`config.mk`:
```
export PLATFORM = sky130hd
export DESIGN_NAME = spi_apb_regs_flat
export DESIGN_NICKNAME = d
export VERILOG_FILES = /design/src/rtl/spi_pkg.sv /design/src/rtl/spi_apb_regs_if.sv /design/src/rtl/spi_sync_fifo.sv /design/src/rtl/spi_apb_regs.sv /design/src/flat_wrapper.sv
export SDC_FILE = /design/constraint.sdc
export NUM_CORES = 1
export LEC_CHECK = 0
export ABC_AREA = 1
export CORE_ASPECT_RATIO = 0.5
export CORE_MARGIN = 3
export CORE_UTILIZATION = 55
export CTS_CLUSTER_SIZE = 16
export DETAILED_ROUTE_END_ITERATION = 10
export PLACE_DENSITY = 0.95
export SETUP_SLACK_MARGIN = 0.5
export SLEW_MARGIN = 15
export SYNTH_ARGS = -nofsm -noshare
export SYNTH_HDL_FRONTEND = slang
export SYNTH_HIERARCHICAL = 1
export SYNTH_SLANG_ARGS = --single-unit
```
`constraint.sdc`:
```
create_clock -name PCLK -period 7.7 [get_ports PCLK]
set_input_delay 1.155 -clock PCLK [delete_from_list [all_inputs] [get_ports PCLK]]
set_output_delay 1.155 -clock PCLK [all_outputs]
set_load 0.01 [all_outputs]
```
`src/rtl/spi_pkg.sv`:
```
// Shared constants and types for the SPI controller APB register block.
package spi_pkg;

    // Register byte offsets; PADDR[1:0] are ignored by the decoder.
    localparam logic [4:0] CTRL_OFS     = 5'h00;
    localparam logic [4:0] STATUS_OFS   = 5'h04;
    localparam logic [4:0] TXDATA_OFS   = 5'h08;
    localparam logic [4:0] RXDATA_OFS   = 5'h0C;
    localparam logic [4:0] IRQ_EN_OFS   = 5'h10;
    localparam logic [4:0] IRQ_STAT_OFS = 5'h14;
    localparam logic [4:0] DIV_OFS      = 5'h18;
    localparam logic [4:0] UNMAPPED_OFS = 5'h1C;

    // Interrupt source bit positions in IRQ_EN / IRQ_STAT.
    localparam int unsigned IRQ_TX_EMPTY = 0;
    localparam int unsigned IRQ_RX_AVAIL = 1;
    localparam int unsigned IRQ_RX_OVF   = 2;
    localparam int unsigned IRQ_W        = 3;

    // STATUS field positions.
    localparam int unsigned ST_TX_FULL  = 0;
    localparam int unsigned ST_TX_EMPTY = 1;
    localparam int unsigned ST_RX_FULL  = 2;
    localparam int unsigned ST_RX_EMPTY = 3;
    localparam int unsigned ST_TX_COUNT = 4;
    localparam int unsigned ST_RX_COUNT = 8;
    localparam int unsigned ST_COUNT_W  = 3;

    // CTRL register layout; the last member is bit 0.
    typedef struct packed {
        logic cpha;
        logic cpol;
        logic spi_en;
    } ctrl_t;

endpackage

```
`src/rtl/spi_apb_regs_if.sv`:
```
// APB3 bus bundle between a bus master and the SPI register block.
interface spi_apb_regs_if;

    logic [4:0]  PADDR;
    logic [31:0] PWDATA;
    logic        PWRITE;
    logic        PSEL;
    logic        PENABLE;
    logic [31:0] PRDATA;
    logic        PREADY;
    logic        PSLVERR;

    modport master (
        output PADDR,
        output PWDATA,
        output PWRITE,
        output PSEL,
        output PENABLE,
        input  PRDATA,
        input  PREADY,
        input  PSLVERR
    );

    modport slave (
        input  PADDR,
        input  PWDATA,
        input  PWRITE,
        input  PSEL,
        input  PENABLE,
        output PRDATA,
        output PREADY,
        output PSLVERR
    );

endinterface

```
`src/rtl/spi_sync_fifo.sv`:
```
// Single-clock FIFO with occupancy count. A push while full is accepted only
// when a pop happens in the same cycle, so the slot being read is reused.
module spi_sync_fifo #(
    parameter int unsigned WIDTH = 8,
    parameter int unsigned DEPTH = 4,
    localparam int unsigned AW   = $clog2(DEPTH),
    localparam int unsigned CW   = AW + 1
) (
    input  logic             PCLK,
    input  logic             PRESETN,
    input  logic             push,
    input  logic             pop,
    input  logic [WIDTH-1:0] wdata,
    output logic [WIDTH-1:0] rdata,
    output logic             full,
    output logic             empty,
    output logic [CW-1:0]    count
);

    logic [WIDTH-1:0] mem [DEPTH];
    logic [AW-1:0]    wptr_q;
    logic [AW-1:0]    rptr_q;
    logic [CW-1:0]    count_q;
    logic             do_push;
    logic             do_pop;

    assign full    = (count_q == CW'(DEPTH));
    assign empty   = (count_q == '0);
    assign count   = count_q;
    assign do_pop  = pop & ~empty;
    assign do_push = push & (~full | do_pop);
    // Head reads as zero when empty so downstream never sees stale data.
    assign rdata   = empty ? '0 : mem[rptr_q];

    // Pointer and occupancy update; pointers wrap naturally at DEPTH.
    always_ff @(posedge PCLK) begin
        if (!PRESETN) begin
            wptr_q  <= '0;
            rptr_q  <= '0;
            count_q <= '0;
        end else begin
            if (do_push) begin
                wptr_q <= wptr_q + AW'(1);
            end
            if (do_pop) begin
                rptr_q <= rptr_q + AW'(1);
            end
            if (do_push && !do_pop) begin
                count_q <= count_q + CW'(1);
            end else if (do_pop && !do_push) begin
                count_q <= count_q - CW'(1);
            end
        end
    end

    // Storage array; left unreset, contents are masked by the empty flag.
    always_ff @(posedge PCLK) begin
        if (PRESETN && do_push) begin
            mem[wptr_q] <= wdata;
        end
    end

endmodule

```
`src/rtl/spi_apb_regs.sv`:
```
// APB register block for the SPI controller: control/divider registers,
// TX and RX frame FIFOs, sticky interrupt status and the engine frame port.
module spi_apb_regs
    import spi_pkg::*;
#(
    parameter int unsigned DATA_W     = 8,
    parameter int unsigned FIFO_DEPTH = 4
) (
    input  logic              PCLK,
    input  logic              PRESETN,
    spi_apb_regs_if.slave     apb,
    output logic              IRQ,
    output logic              spi_en,
    output logic              cpol,
    output logic              cpha,
    output logic [7:0]        clk_div,
    output logic              tx_valid,
    output logic [DATA_W-1:0] tx_data,
    input  logic              tx_ready,
    input  logic              rx_valid,
    input  logic [DATA_W-1:0] rx_data
);

    localparam int unsigned CW = $clog2(FIFO_DEPTH) + 1;

    // Register state.
    ctrl_t              ctrl_q;
    logic [7:0]         div_q;
    logic [IRQ_W-1:0]   irq_en_q;
    logic [IRQ_W-1:0]   irq_stat_q;
    logic [IRQ_W-1:0]   irq_stat_d;
    logic               irq_q;

    // Bus decode.
    logic [4:0]         reg_addr;
    logic               access;
    logic               err_raw;
    logic               slverr;
    logic               wr_ok;
    logic               rd_ok;
    logic [31:0]        rdata;
    logic [31:0]        status;

    // FIFO handshakes.
    logic               tx_push;
    logic               tx_pop;
    logic               tx_full;
    logic               tx_empty;
    logic [CW-1:0]      tx_count;
    logic               rx_push;
    logic               rx_pop;
    logic               rx_drop;
    logic               rx_full;
    logic               rx_empty;
    logic [CW-1:0]      rx_count;
    logic [DATA_W-1:0]  rx_head;
    logic               tx_empty_ev;
    logic [IRQ_W-1:0]   irq_set;
    logic [IRQ_W-1:0]   irq_clr;

    // Address LSBs and PWDATA bits beyond the register widths are don't-care.
    logic               unused_bits;
    assign unused_bits = ^{apb.PADDR[1:0], apb.PWDATA};

    assign reg_addr = {apb.PADDR[4:2], 2'b00};
    assign access   = apb.PSEL & apb.PENABLE;

    // Error conditions for the addressed register; qualified by access below.
    always_comb begin
        err_raw = 1'b0;
        case (reg_addr)
            STATUS_OFS:   err_raw = apb.PWRITE;
            TXDATA_OFS:   err_raw = ~apb.PWRITE | tx_full;
            RXDATA_OFS:   err_raw = apb.PWRITE | rx_empty;
            UNMAPPED_OFS: err_raw = 1'b1;
            default:      err_raw = 1'b0;
        endcase
    end

    // Zero-wait slave: every access phase completes, so commit == access & ~err.
    assign slverr = access & err_raw;
    assign wr_ok  = access & ~err_raw & apb.PWRITE;
    assign rd_ok  = access & ~err_raw & ~apb.PWRITE;

    assign tx_push = wr_ok & (reg_addr == TXDATA_OFS);
    assign tx_pop  = tx_valid & tx_ready;
    assign rx_pop  = rd_ok & (reg_addr == RXDATA_OFS);
    // A full RX FIFO still takes a frame when the APB pop frees the head slot.
    assign rx_push = rx_valid & (~rx_full | rx_pop);
    assign rx_drop = rx_valid & ~rx_push;

    // TX push never coincides with a full FIFO, so no pop can make room for it.
    assign tx_empty_ev = tx_pop & ~tx_push & (tx_count == CW'(1));

    // STATUS word assembly.
    always_comb begin
        status = '0;
        status[ST_TX_FULL]                = tx_full;
        status[ST_TX_EMPTY]               = tx_empty;
        status[ST_RX_FULL]                = rx_full;
        status[ST_RX_EMPTY]               = rx_empty;
        status[ST_TX_COUNT +: ST_COUNT_W] = ST_COUNT_W'(tx_count);
        status[ST_RX_COUNT +: ST_COUNT_W] = ST_COUNT_W'(rx_count);
    end

    // Read mux; zero outside a successful read access.
    always_comb begin
        rdata = '0;
        if (rd_ok) begin
            case (reg_addr)
                CTRL_OFS:     rdata = 32'(ctrl_q);
                STATUS_OFS:   rdata = status;
                RXDATA_OFS:   rdata = 32'(rx_head);
                IRQ_EN_OFS:   rdata = 32'(irq_en_q);
                IRQ_STAT_OFS: rdata = 32'(irq_stat_q);
                DIV_OFS:      rdata = 32'(div_q);
                default:      rdata = '0;
            endcase
        end
    end

    assign apb.PRDATA  = rdata;
    assign apb.PREADY  = access;
    assign apb.PSLVERR = slverr;

    // Sticky interrupt status: hardware set takes priority over W1C.
    always_comb begin
        irq_set               = '0;
        irq_set[IRQ_TX_EMPTY] = tx_empty_ev;
        irq_set[IRQ_RX_AVAIL] = rx_push;
        irq_set[IRQ_RX_OVF]   = rx_drop;
        irq_clr               = '0;
        if (wr_ok && (reg_addr == IRQ_STAT_OFS)) begin
            irq_clr = apb.PWDATA[IRQ_W-1:0];
        end
        irq_stat_d = (irq_stat_q & ~irq_clr) | irq_set;
    end

    // Register writes, interrupt status and the registered interrupt line.
    always_ff @(posedge PCLK) begin
        if (!PRESETN) begin
            ctrl_q     <= '0;
            div_q      <= '0;
            irq_en_q   <= '0;
            irq_stat_q <= '0;
            irq_q      <= 1'b0;
        end else begin
            if (wr_ok) begin
                case (reg_addr)
                    CTRL_OFS:   ctrl_q   <= ctrl_t'(apb.PWDATA[2:0]);
                    IRQ_EN_OFS: irq_en_q <= apb.PWDATA[IRQ_W-1:0];
                    DIV_OFS:    div_q    <= apb.PWDATA[7:0];
                    default:    ;
                endcase
            end
            irq_stat_q <= irq_stat_d;
            irq_q      <= |(irq_stat_q & irq_en_q);
        end
    end

    assign IRQ      = irq_q;
    assign spi_en   = ctrl_q.spi_en;
    assign cpol     = ctrl_q.cpol;
    assign cpha     = ctrl_q.cpha;
    assign clk_div  = div_q;
    assign tx_valid = ~tx_empty;

    spi_sync_fifo #(
        .WIDTH (DATA_W),
        .DEPTH (FIFO_DEPTH)
    ) u_tx_fifo (
        .PCLK    (PCLK),
        .PRESETN (PRESETN),
        .push    (tx_push),
        .pop     (tx_pop),
        .wdata   (apb.PWDATA[DATA_W-1:0]),
        .rdata   (tx_data),
        .full    (tx_full),
        .empty   (tx_empty),
        .count   (tx_count)
    );

    spi_sync_fifo #(
        .WIDTH (DATA_W),
        .DEPTH (FIFO_DEPTH)
    ) u_rx_fifo (
        .PCLK    (PCLK),
        .PRESETN (PRESETN),
        .push    (rx_push),
        .pop     (rx_pop),
        .wdata   (rx_data),
        .rdata   (rx_head),
        .full    (rx_full),
        .empty   (rx_empty),
        .count   (rx_count)
    );

endmodule

```
`src/flat_wrapper.sv`:
```
// flat-port wrapper written by rule: the top's interface ports become plain ports
module spi_apb_regs_flat import spi_pkg::*;
#(
    parameter int unsigned DATA_W     = 8,
    parameter int unsigned FIFO_DEPTH = 4
)
  (PCLK, PRESETN, IRQ, spi_en, cpol, cpha, clk_div, tx_valid, tx_data, tx_ready, rx_valid, rx_data, apb_PADDR, apb_PWDATA, apb_PWRITE, apb_PSEL, apb_PENABLE, apb_PRDATA, apb_PREADY, apb_PSLVERR);
  spi_apb_regs_if apb_i ();
  input  logic PCLK;
  input  logic PRESETN;
  output logic IRQ;
  output logic spi_en;
  output logic cpol;
  output logic cpha;
  output logic [7:0] clk_div;
  output logic tx_valid;
  output logic [DATA_W-1:0] tx_data;
  input  logic tx_ready;
  input  logic rx_valid;
  input  logic [DATA_W-1:0] rx_data;
  input wire logic [$bits(apb_i.PADDR)-1:0] apb_PADDR;
  input wire logic [$bits(apb_i.PWDATA)-1:0] apb_PWDATA;
  input wire logic [$bits(apb_i.PWRITE)-1:0] apb_PWRITE;
  input wire logic [$bits(apb_i.PSEL)-1:0] apb_PSEL;
  input wire logic [$bits(apb_i.PENABLE)-1:0] apb_PENABLE;
  output wire logic [$bits(apb_i.PRDATA)-1:0] apb_PRDATA;
  output wire logic [$bits(apb_i.PREADY)-1:0] apb_PREADY;
  output wire logic [$bits(apb_i.PSLVERR)-1:0] apb_PSLVERR;
  assign apb_i.PADDR = apb_PADDR;
  assign apb_i.PWDATA = apb_PWDATA;
  assign apb_i.PWRITE = apb_PWRITE;
  assign apb_i.PSEL = apb_PSEL;
  assign apb_i.PENABLE = apb_PENABLE;
  assign apb_PRDATA = apb_i.PRDATA;
  assign apb_PREADY = apb_i.PREADY;
  assign apb_PSLVERR = apb_i.PSLVERR;
  spi_apb_regs #(.DATA_W(DATA_W), .FIFO_DEPTH(FIFO_DEPTH)) u_core (.PCLK(PCLK), .PRESETN(PRESETN), .apb(apb_i), .IRQ(IRQ), .spi_en(spi_en), .cpol(cpol), .cpha(cpha), .clk_div(clk_div), .tx_valid(tx_valid), .tx_data(tx_data), .tx_ready(tx_ready), .rx_valid(rx_valid), .rx_data(rx_data));
endmodule
```
==> impl_summary.log, run 1 <==
[metrics] result of the run: finished, final reports clean
[metrics] aggregate routed wire length: 11100 um
[metrics] signed area change from the synthesized netlist to the final layout: 18.5%
[metrics] hold path cells: 2
[metrics] maximum cell stage delay along the critical path: 0.60 ns
[metrics] all-layer global routing usage: 22.9%
[metrics] top cell type by total area after synthesis: sky130_fd_sc_hd__edfxtp_1
[metrics] number of slew-limit violations in the final report: 0
[metrics] largest net degree at the start of global routing: 29
[metrics] placer congestion estimate: 0.879
[metrics] DR WL/cell: 15.5 um
[metrics] top cell family by delay on the critical path: buffers and inverters
[metrics] warning count from the yosys run: 6
[metrics] largest cells by area after synthesis: sky130_fd_sc_hd__edfxtp_1, sky130_fd_sc_hd__dfxtp_1, sky130_fd_sc_hd__nor2_1, sky130_fd_sc_hd__nand2_1, sky130_fd_sc_hd__inv_1
[metrics] number of flops mapped to enable cells by yosys: 64
[metrics] via count of the first global-routing pass: 3757
[metrics] average instance area after synthesis: 8.92 um^2
[metrics] source-to-sink clock delay at the later pin of the worst-skew pair: 0.35 ns
[metrics] clock-pin transition on the worst setup and hold timing paths: 0.06 ns
[metrics] share of the synthesized area in the top cell type: 39.8%
[metrics] die height: 72.3 um
[metrics] static leakage: 2.18 nW
[metrics] Arrival @ worst endpoint: 3.50 ns
[metrics] maximum fanout along the worst path: 12
[metrics] TritonCTS buffer count: 9
[metrics] Post-CTS Setup Bufs: 0
[metrics] register area share after synthesis: 54.7%
[metrics] total buffers and inverters traversed by the critical path: 3
[metrics] Final Instance Count excl. Fillers: 719
[metrics] Worst Path Required: 6.55 ns
[metrics] fraction of final layout cells sized beyond drive strength 1: 8.24%
[metrics] Max-cap violations: 0
[metrics] class of the tightest hold or removal check: flop to flop
[metrics] most frequent cells after synthesis: sky130_fd_sc_hd__nor2_1, sky130_fd_sc_hd__nand2_1, sky130_fd_sc_hd__edfxtp_1
[metrics] actual transition at the worst max-transition pin: 0.808 ns
[metrics] final hold violation count: 0
[metrics] kind of end point of the critical path: output port
[metrics] number of design-rule violations left by the first detailed-router iteration: 330
[metrics] die boundary width: 139 um
[metrics] Die Area: 10000 um^2
[metrics] floorplan row count: 23
[metrics] type of element launching the critical path: input pin
[metrics] final setup skew: 0.00605 ns
[metrics] number of antenna violations at the first check in global routing: 0
[metrics] ordered cell list for the critical path: clkdlybuf4s50_1 -> inv_2 -> nand3_2 -> nand4_1 -> a41oi_1 -> clkdlybuf4s50_1
[metrics] depth of the most critical reg-to-reg path: 23
[metrics] buffer type at the clock tree root: sky130_fd_sc_hd__clkbuf_16
[metrics] total number of clock tree sinks: 100
[metrics] number of antenna cells inserted: 0
[metrics] final sum of negative setup slack: 0 ns
[metrics] number of cells on the critical path: 6
[metrics] pwr dens: 226 nW/um^2
[metrics] Port Buffer Count: 59
[metrics] number of gates resized after CTS: 0
[metrics] via count: 3907
[metrics] max-slew headroom at the worst pin: 45.9%
[metrics] Remaining DRCs: 0
[metrics] maximum root-to-sink buffer count: 2
[metrics] number of top-level design ports: 107
[metrics] total iterations of the first detailed-routing run: 8
[metrics] initial standard-cell utilization of the core: 58.5%
[metrics] Pwr Total: 1.30 mW
[metrics] top-count cell post-synth: sky130_fd_sc_hd__nor2_1
[metrics] Mapped Cells: 542
[metrics] Setup Viol. Count Final: 0
[metrics] part of the cycle the worst path needs: 60.4%
[metrics] DP HPWL: 7530 um
[metrics] leading register cell type out of synthesis: sky130_fd_sc_hd__edfxtp_1
[metrics] Worst path most repeated cell: sky130_fd_sc_hd__clkdlybuf4s50_1
[metrics] wire length of the first global-routing pass: 18100 um
[metrics] dpl cells: 703
[metrics] number of nets in the finished design: 666
[metrics] routed via count divided by cell count: 5.43
[metrics] total gr overflow: 0
[metrics] number of storage elements in the synthesis netlist: 100
[metrics] Final ANT Viol Nets: 0
[metrics] Synth cell types: 32
[metrics] post-synthesis instance area: 4830 um^2
[metrics] startpoint-to-endpoint class of the critical path: input pin to output port
[metrics] TritonCTS clock tree: done
[metrics] Async S/R FF share, synth: 0%
[metrics] unrepaired setup endpoints after global routing: no
[metrics] maximum clock frequency: 215 MHz
[metrics] H-Tree Level Count: 3
[metrics] Max rail drop VDD: 0.165 mV
[metrics] core box area: 8260 um^2
[metrics] hold buffers post-CTS: 0
[metrics] clock period minus final worst setup slack: 4.65 ns
[metrics] CP max stage cell: sky130_fd_sc_hd__clkdlybuf4s50_1
## worst register-to-register path, cell delays in order, from the launching register on
cell                       delay, ns
sky130_fd_sc_hd__dfxtp_1        0.46
sky130_fd_sc_hd__nor2_2         0.09
sky130_fd_sc_hd__nand2_2        0.11
sky130_fd_sc_hd__clkinv_1       0.28
sky130_fd_sc_hd__inv_1          0.19
sky130_fd_sc_hd__nand2_1        0.08
sky130_fd_sc_hd__nand2_1        0.07
sky130_fd_sc_hd__nand4_1        0.47
sky130_fd_sc_hd__inv_1          0.19
sky130_fd_sc_hd__nand2_1        0.11
sky130_fd_sc_hd__nand2_1        0.07
sky130_fd_sc_hd__nand2_1        0.09
sky130_fd_sc_hd__inv_1          0.15
sky130_fd_sc_hd__nand2_1        0.07
sky130_fd_sc_hd__inv_1          0.07
sky130_fd_sc_hd__ha_1           0.16
sky130_fd_sc_hd__inv_1          0.07
sky130_fd_sc_hd__fa_1           0.38
sky130_fd_sc_hd__inv_1          0.07
sky130_fd_sc_hd__nand2_1        0.06
sky130_fd_sc_hd__nand3_1        0.09
sky130_fd_sc_hd__nand2_1        0.06
sky130_fd_sc_hd__nand2_1        0.05
sky130_fd_sc_hd__nor2_1         0.04
## cell type report
cell class	count	area (um^2)
sequential	100	2640
inverter	60	225
clock inverter	4	98.8
multi-input combinational	371	1790
timing repair buffer	60	598
fill	543	2530
tap	112	140
clock buffer	12	236
## registers in the layout, indices dropped and copies added, names as in the netlist, 2 cells and up, named ones only
| name | cells |
|---|---|
| u_core/u_tx_fifo/rptr_q | 2 |
| u_core/u_rx_fifo/rptr_q | 2 |
| u_core/u_rx_fifo/wptr_q | 2 |
| u_core/u_rx_fifo/mem | 32 |
| u_core/u_tx_fifo/wptr_q | 2 |
| u_core/irq_en_q | 3 |
| u_core/u_tx_fifo/count | 3 |
| u_core/irq_stat_q | 3 |
| u_core/u_tx_fifo/mem | 32 |
| u_core/u_rx_fifo/count | 3 |
| u_core/clk_div | 8 |
## through the flow
stage / util (%) / setup WS [ns] / hold slack, ns / cell area, um^2
global placement: 65.3 / 3.18 / 0.464 / 5390
finish: 69.4 / 3.05 / 0.481 / 5730
detailed placement: 65.3 / 3.12 / 0.470 / 5390
global route: 69.4 / 2.91 / 0.524 / 5730
CTS: 69.4 / 3.10 / 0.480 / 5730
floorplan: - / 4.58 / 0.451 / 4910
## routing by layer
| layer | track usage (%) | share of wire, % |
|---|---|---|
| met4 | 10.4 | 2.7 |
| met5 | 0 | 0 |
| met3 | 6.52 | 8.6 |
| met1 | 24.9 | 38 |
| met2 | 42.7 | 51 |
## where the power goes
| part | total, mW | internal (mW) | switching, mW |
|---|---|---|---|
| clock | 0.502 | 0.318 | 0.184 |
| combinational | 0.179 | 0.0600 | 0.119 |
| sequential | 0.615 | 0.596 | 0.0195 |
## path summary, 6_finish.rpt
| path | start | to | slack [ns] |
|---|---|---|---|
| worst min register to register | u_core/irq_stat_q[0]$_SDFF_PN0_ | u_core/irq_stat_q[0]$_SDFF_PN0_ | 0.48 |
| worst min-delay path | u_core/irq_stat_q[0]$_SDFF_PN0_ | u_core/irq_stat_q[0]$_SDFF_PN0_ | 0.48 |
| worst max-delay path | apb_PADDR[4] | apb_PRDATA[1] | 3.05 |
| worst max register to register | u_core/u_rx_fifo/count[0]$_SDFFE_PN0P_ | u_core/u_rx_fifo/count[2]$_SDFFE_PN0P_ | 4.14 |
## cell families after synthesis
family | count (synthesis) | share of synthesized area, %
AO/OA/AOI/OAI | 89 | 9.55
XOR/XNOR | 2 | 0.362
adder cells (fa/ha/maj) | 12 | 3.42
AND/OR/NAND/NOR | 247 | 22.0
flip-flops | 100 | 54.7
other | 1 | 0.0776
buffers and inverters | 91 | 9.94
## cell usage in the layout, fill, tap and decap left out
| master | n |
|---|---|
| sky130_fd_sc_hd__conb_1 | 21 |
| sky130_fd_sc_hd__inv_2 | 9 |
| sky130_fd_sc_hd__nor3_1 | 2 |
| sky130_fd_sc_hd__nor3_2 | 2 |
| sky130_fd_sc_hd__a21oi_1 | 33 |
| sky130_fd_sc_hd__nand2_1 | 88 |
| sky130_fd_sc_hd__inv_1 | 49 |
| sky130_fd_sc_hd__a41oi_1 | 2 |
| sky130_fd_sc_hd__o21ai_0 | 28 |
| sky130_fd_sc_hd__dfxtp_1 | 36 |
| sky130_fd_sc_hd__ha_1 | 10 |
| sky130_fd_sc_hd__bufinv_16 | 3 |
| sky130_fd_sc_hd__nand4_4 | 1 |
| sky130_fd_sc_hd__nand3_2 | 4 |
| sky130_fd_sc_hd__nor2_2 | 17 |
| sky130_fd_sc_hd__clkbuf_16 | 9 |
| sky130_fd_sc_hd__nand3_1 | 17 |
| sky130_fd_sc_hd__clkdlybuf4s50_1 | 59 |
| sky130_fd_sc_hd__o21bai_1 | 1 |
| sky130_fd_sc_hd__nor2_4 | 1 |
| sky130_fd_sc_hd__clkbuf_1 | 3 |
| sky130_fd_sc_hd__buf_4 | 1 |
| sky130_fd_sc_hd__clkinv_4 | 1 |
| sky130_fd_sc_hd__o21ai_1 | 20 |
| sky130_fd_sc_hd__nand4_1 | 1 |
| sky130_fd_sc_hd__a31oi_1 | 5 |
| sky130_fd_sc_hd__fa_1 | 2 |
| sky130_fd_sc_hd__clkinv_1 | 2 |
| sky130_fd_sc_hd__edfxtp_1 | 64 |
| sky130_fd_sc_hd__xor2_1 | 2 |
| sky130_fd_sc_hd__nor2_1 | 112 |
| sky130_fd_sc_hd__nand2_2 | 2 |
Note: power is estimated with default switching activity, not from simulation.
==> run 2: changes to the inputs <==
--- a/config.mk
+++ b/config.mk
@@ -8,10 +8,10 @@
 export ABC_AREA = 1
 export CORE_ASPECT_RATIO = 0.5
 export CORE_MARGIN = 3
-export CORE_UTILIZATION = 55
+export CORE_UTILIZATION = 46
 export CTS_CLUSTER_SIZE = 16
 export DETAILED_ROUTE_END_ITERATION = 10
-export PLACE_DENSITY = 0.95
+export PLACE_DENSITY = 0.88
 export SETUP_SLACK_MARGIN = 0.5
 export SLEW_MARGIN = 15
 export SYNTH_ARGS = -nofsm -noshare
==> constraint.sdc (replaced) <==
create_clock -name PCLK -period 4.2 [get_ports PCLK]
set_input_delay 0.63 -clock PCLK [delete_from_list [all_inputs] [get_ports PCLK]]
set_output_delay 0.63 -clock PCLK [all_outputs]
set_load 0.01 [all_outputs]
==> impl_summary.log, run 2 (synthesis gave the netlist of run 1 again) <==
[metrics] number of fill cells in the layout: 805 (+48%)
[metrics] unrepaired setup endpoints after global routing: no
[metrics] CP max stage cell: sky130_fd_sc_hd__clkdlybuf4s50_1
[metrics] number of nets in the finished design: 671 (+0.75%)
[metrics] multi-input combinational cell area: 1790 um^2 (unchanged)
[metrics] buffer type at the clock tree root: sky130_fd_sc_hd__clkbuf_16
[metrics] highest-count cells in the layout ignoring fill and taps: sky130_fd_sc_hd__nor2_1, sky130_fd_sc_hd__nand2_1, sky130_fd_sc_hd__edfxtp_1, sky130_fd_sc_hd__clkdlybuf4s50_1, sky130_fd_sc_hd__inv_1
[metrics] final hold violation count: 0 (unchanged)
[metrics] class of the tightest hold or removal check: flop to flop
[metrics] summed area of non-filler cells in the final layout: 5730 um^2 (about the same)
[metrics] final sum of negative setup slack: 0 ns (unchanged)
[metrics] placer congestion estimate: 0.820 (-6.7%)
[metrics] leading cell type in the layout, fill and taps excluded: sky130_fd_sc_hd__nor2_1
[metrics] max-slew headroom at the worst pin: 44.9% (-1.0 points)
[metrics] Worst Path Required: 3.57 ns (-2.98 ns)
[metrics] via count: 3701 (-5.3%)
[metrics] H-Tree Level Count: 3 (unchanged)
[metrics] number of antenna cells inserted: 0 (unchanged)
[metrics] Worst Setup SP: apb_PADDR[4]
[metrics] DR WL/cell: 13.6 um (-12%)
[metrics] maximum cell stage delay along the critical path: 0.61 ns (about the same)
[metrics] largest net degree at the start of global routing: 29 (unchanged)
[metrics] die height: 78.5 um (+8.6%)
[metrics] part of the cycle the worst path needs: 83.0%
[metrics] placed standard-cell area: 5460 um^2 (+1.2%)
[metrics] static leakage: 2.18 nW (about the same)
[metrics] clock period minus final worst setup slack: 3.49 ns
[metrics] maximum clock frequency: 287 MHz
[metrics] initial standard-cell utilization of the core: 49.2% (-9.3 points)
[metrics] signed area change from the synthesized netlist to the final layout: 18.6% (about the same)
[metrics] number of top-level design ports: 107 (unchanged)
[metrics] final cell utilization of the core: 58.4% (-11 points)
[metrics] result of the run: finished, final reports clean
[metrics] clock-pin transition on the worst setup and hold timing paths: 0.06 ns (about the same)
[metrics] hold wc startpoint: u_core/irq_stat_q[1]$_SDFF_PN0_
[metrics] kind of end point of the critical path: output port
[metrics] number of antenna violations at the first check in global routing: 0 (unchanged)
[metrics] die boundary width: 151 um (+8.9%)
[metrics] pwr dens: 384 nW/um^2 (+69%)
[metrics] fraction of final layout cells sized beyond drive strength 1: 9.31% (+1.1 points)
[metrics] number of design-rule violations left by the first detailed-router iteration: 390 (+18%)
[metrics] wire length of the first global-routing pass: 16700 um (-7.2%)
[metrics] Final ANT Viol Nets: 0 (unchanged)
[metrics] TritonCTS buffer count: 9 (unchanged)
[metrics] total iterations of the first detailed-routing run: 6 (-2)
[metrics] startpoint-to-endpoint class of the critical path: input pin to output port
[metrics] maximum root-to-sink buffer count: 2 (unchanged)
[metrics] Worst path most repeated cell: sky130_fd_sc_hd__clkdlybuf4s50_1
[metrics] hold buffers post-CTS: 0 (unchanged)
[metrics] Arrival @ worst endpoint: 2.86 ns (-0.64 ns)
[metrics] source-to-sink clock delay at the later pin of the worst-skew pair: 0.35 ns (about the same)
[metrics] Max rail drop VDD: 0.167 mV (+1.3%)
[metrics] combined flip-flop and latch cell area: 2640 um^2 (unchanged)
[metrics] number of slew-limit violations in the final report: 0 (unchanged)
[metrics] type of element launching the critical path: input pin
[metrics] total number of clock tree sinks: 100 (unchanged)
[metrics] core box area: 9820 um^2 (+19%)
[metrics] DP HPWL: 7180 um (-4.6%)
[metrics] Die Area: 11900 um^2 (+18%)
[metrics] floorplan row count: 25 (+8.7%)
[metrics] Reg2Reg Setup Slack: 1.06 ns (-3.08 ns)
[metrics] via count of the first global-routing pass: 3491 (-7.1%)
[metrics] ordered cell list for the critical path: clkdlybuf4s50_1 -> inv_2 -> nand3_2 -> nand4_1 -> buf_4 -> a41oi_1 -> clkdlybuf4s50_1
[metrics] Remaining DRCs: 0 (unchanged)
[metrics] Setup Viol. Count Final: 0 (unchanged)
[metrics] total gr overflow: 0 (unchanged)
[metrics] maximum fanout along the worst path: 7 (-5)
[metrics] final setup skew: 0.00897 ns (+0.00292 ns)
[metrics] actual transition at the worst max-transition pin: 0.825 ns (+0.0172 ns)
[metrics] Port Buffer Count: 59 (unchanged)
[metrics] all-layer global routing usage: 18.1% (-4.9 points)
[metrics] TritonCTS clock tree: done
[metrics] aggregate routed wire length: 10200 um (-8.3%)
[metrics] worst flop-to-flop path startpoint: u_core/u_rx_fifo/count[0]$_SDFFE_PN0P_
[metrics] routed via count divided by cell count: 4.95 (-8.8%)
[metrics] Max-cap violations: 0 (unchanged)
run 2: cell count changes in the layout (fill, tap and decap cells not counted), sizes merged:
cell,change
clkinvlp,+1
clkinv,+3
buf,+5
bufinv,-3
clkbuf,-1
run 2: cell type report:
class	count	share of cell area, %
Inverter	60	3.99
Clock inverter	5	0.480
Timing Repair Buffer	65	11.1
Clock buffer	11	4.23
Sequential cell	100	46.1
Tap cell	135	2.95
Multi-Input combinational cell	371	31.2
run 2: repair_timing:
item,in CTS,in global routing
endpoints found under the setup margin,0,1
setup buffers,0,0
resized for setup,0,1
run 2: final timing paths:
kind	cells after the start	endpoint
hold / removal	2	u_core/irq_stat_q[1]$_SDFF_PN0_
setup reg to reg	23	u_core/u_rx_fifo/count[2]$_SDFFE_PN0P_
setup / recovery	7	apb_PRDATA[1]
hold reg to reg	2	u_core/irq_stat_q[1]$_SDFF_PN0_
run 2: layer usage:
layer / up-vias / track usage [%] / routed length [um]
met4: 0 / 7.14 / 195
met3: 19 / 4.33 / 547
li1: 1854 / - / -
met1: 1702 / 21.6 / 4370
met5: - / 0 / 0
met2: 126 / 31.6 / 5080
run 2: stage by stage:
step	std cells	hold WS, ns	total power, mW	setup WS (ns)
after floorplan	562	0.451	1.36	1.68
after detailed placement	731	0.486	1.46	0.680
after global routing	747	0.519	2.30	0.522
after CTS	747	0.494	2.21	0.703
after global placement	731	0.464	1.45	0.786
final	747	0.492	2.20	0.715
run 2: where the power goes:
group	switching [mW]	total (mW)	internal [mW]	leakage (nW)
Clock	0.332	0.745	0.413	0.137
Sequential	0.0341	1.13	1.09	0.869
Combinational	0.211	0.328	0.116	1.18
run 2: worst max-delay path, delay by kind of cell:
kind / cells / cell delay, ns
buffers and inverters: 4 / 1.60
and+or+nand+nor: 2 / 0.44
AOI/OAI and AO/OA: 1 / 0.19
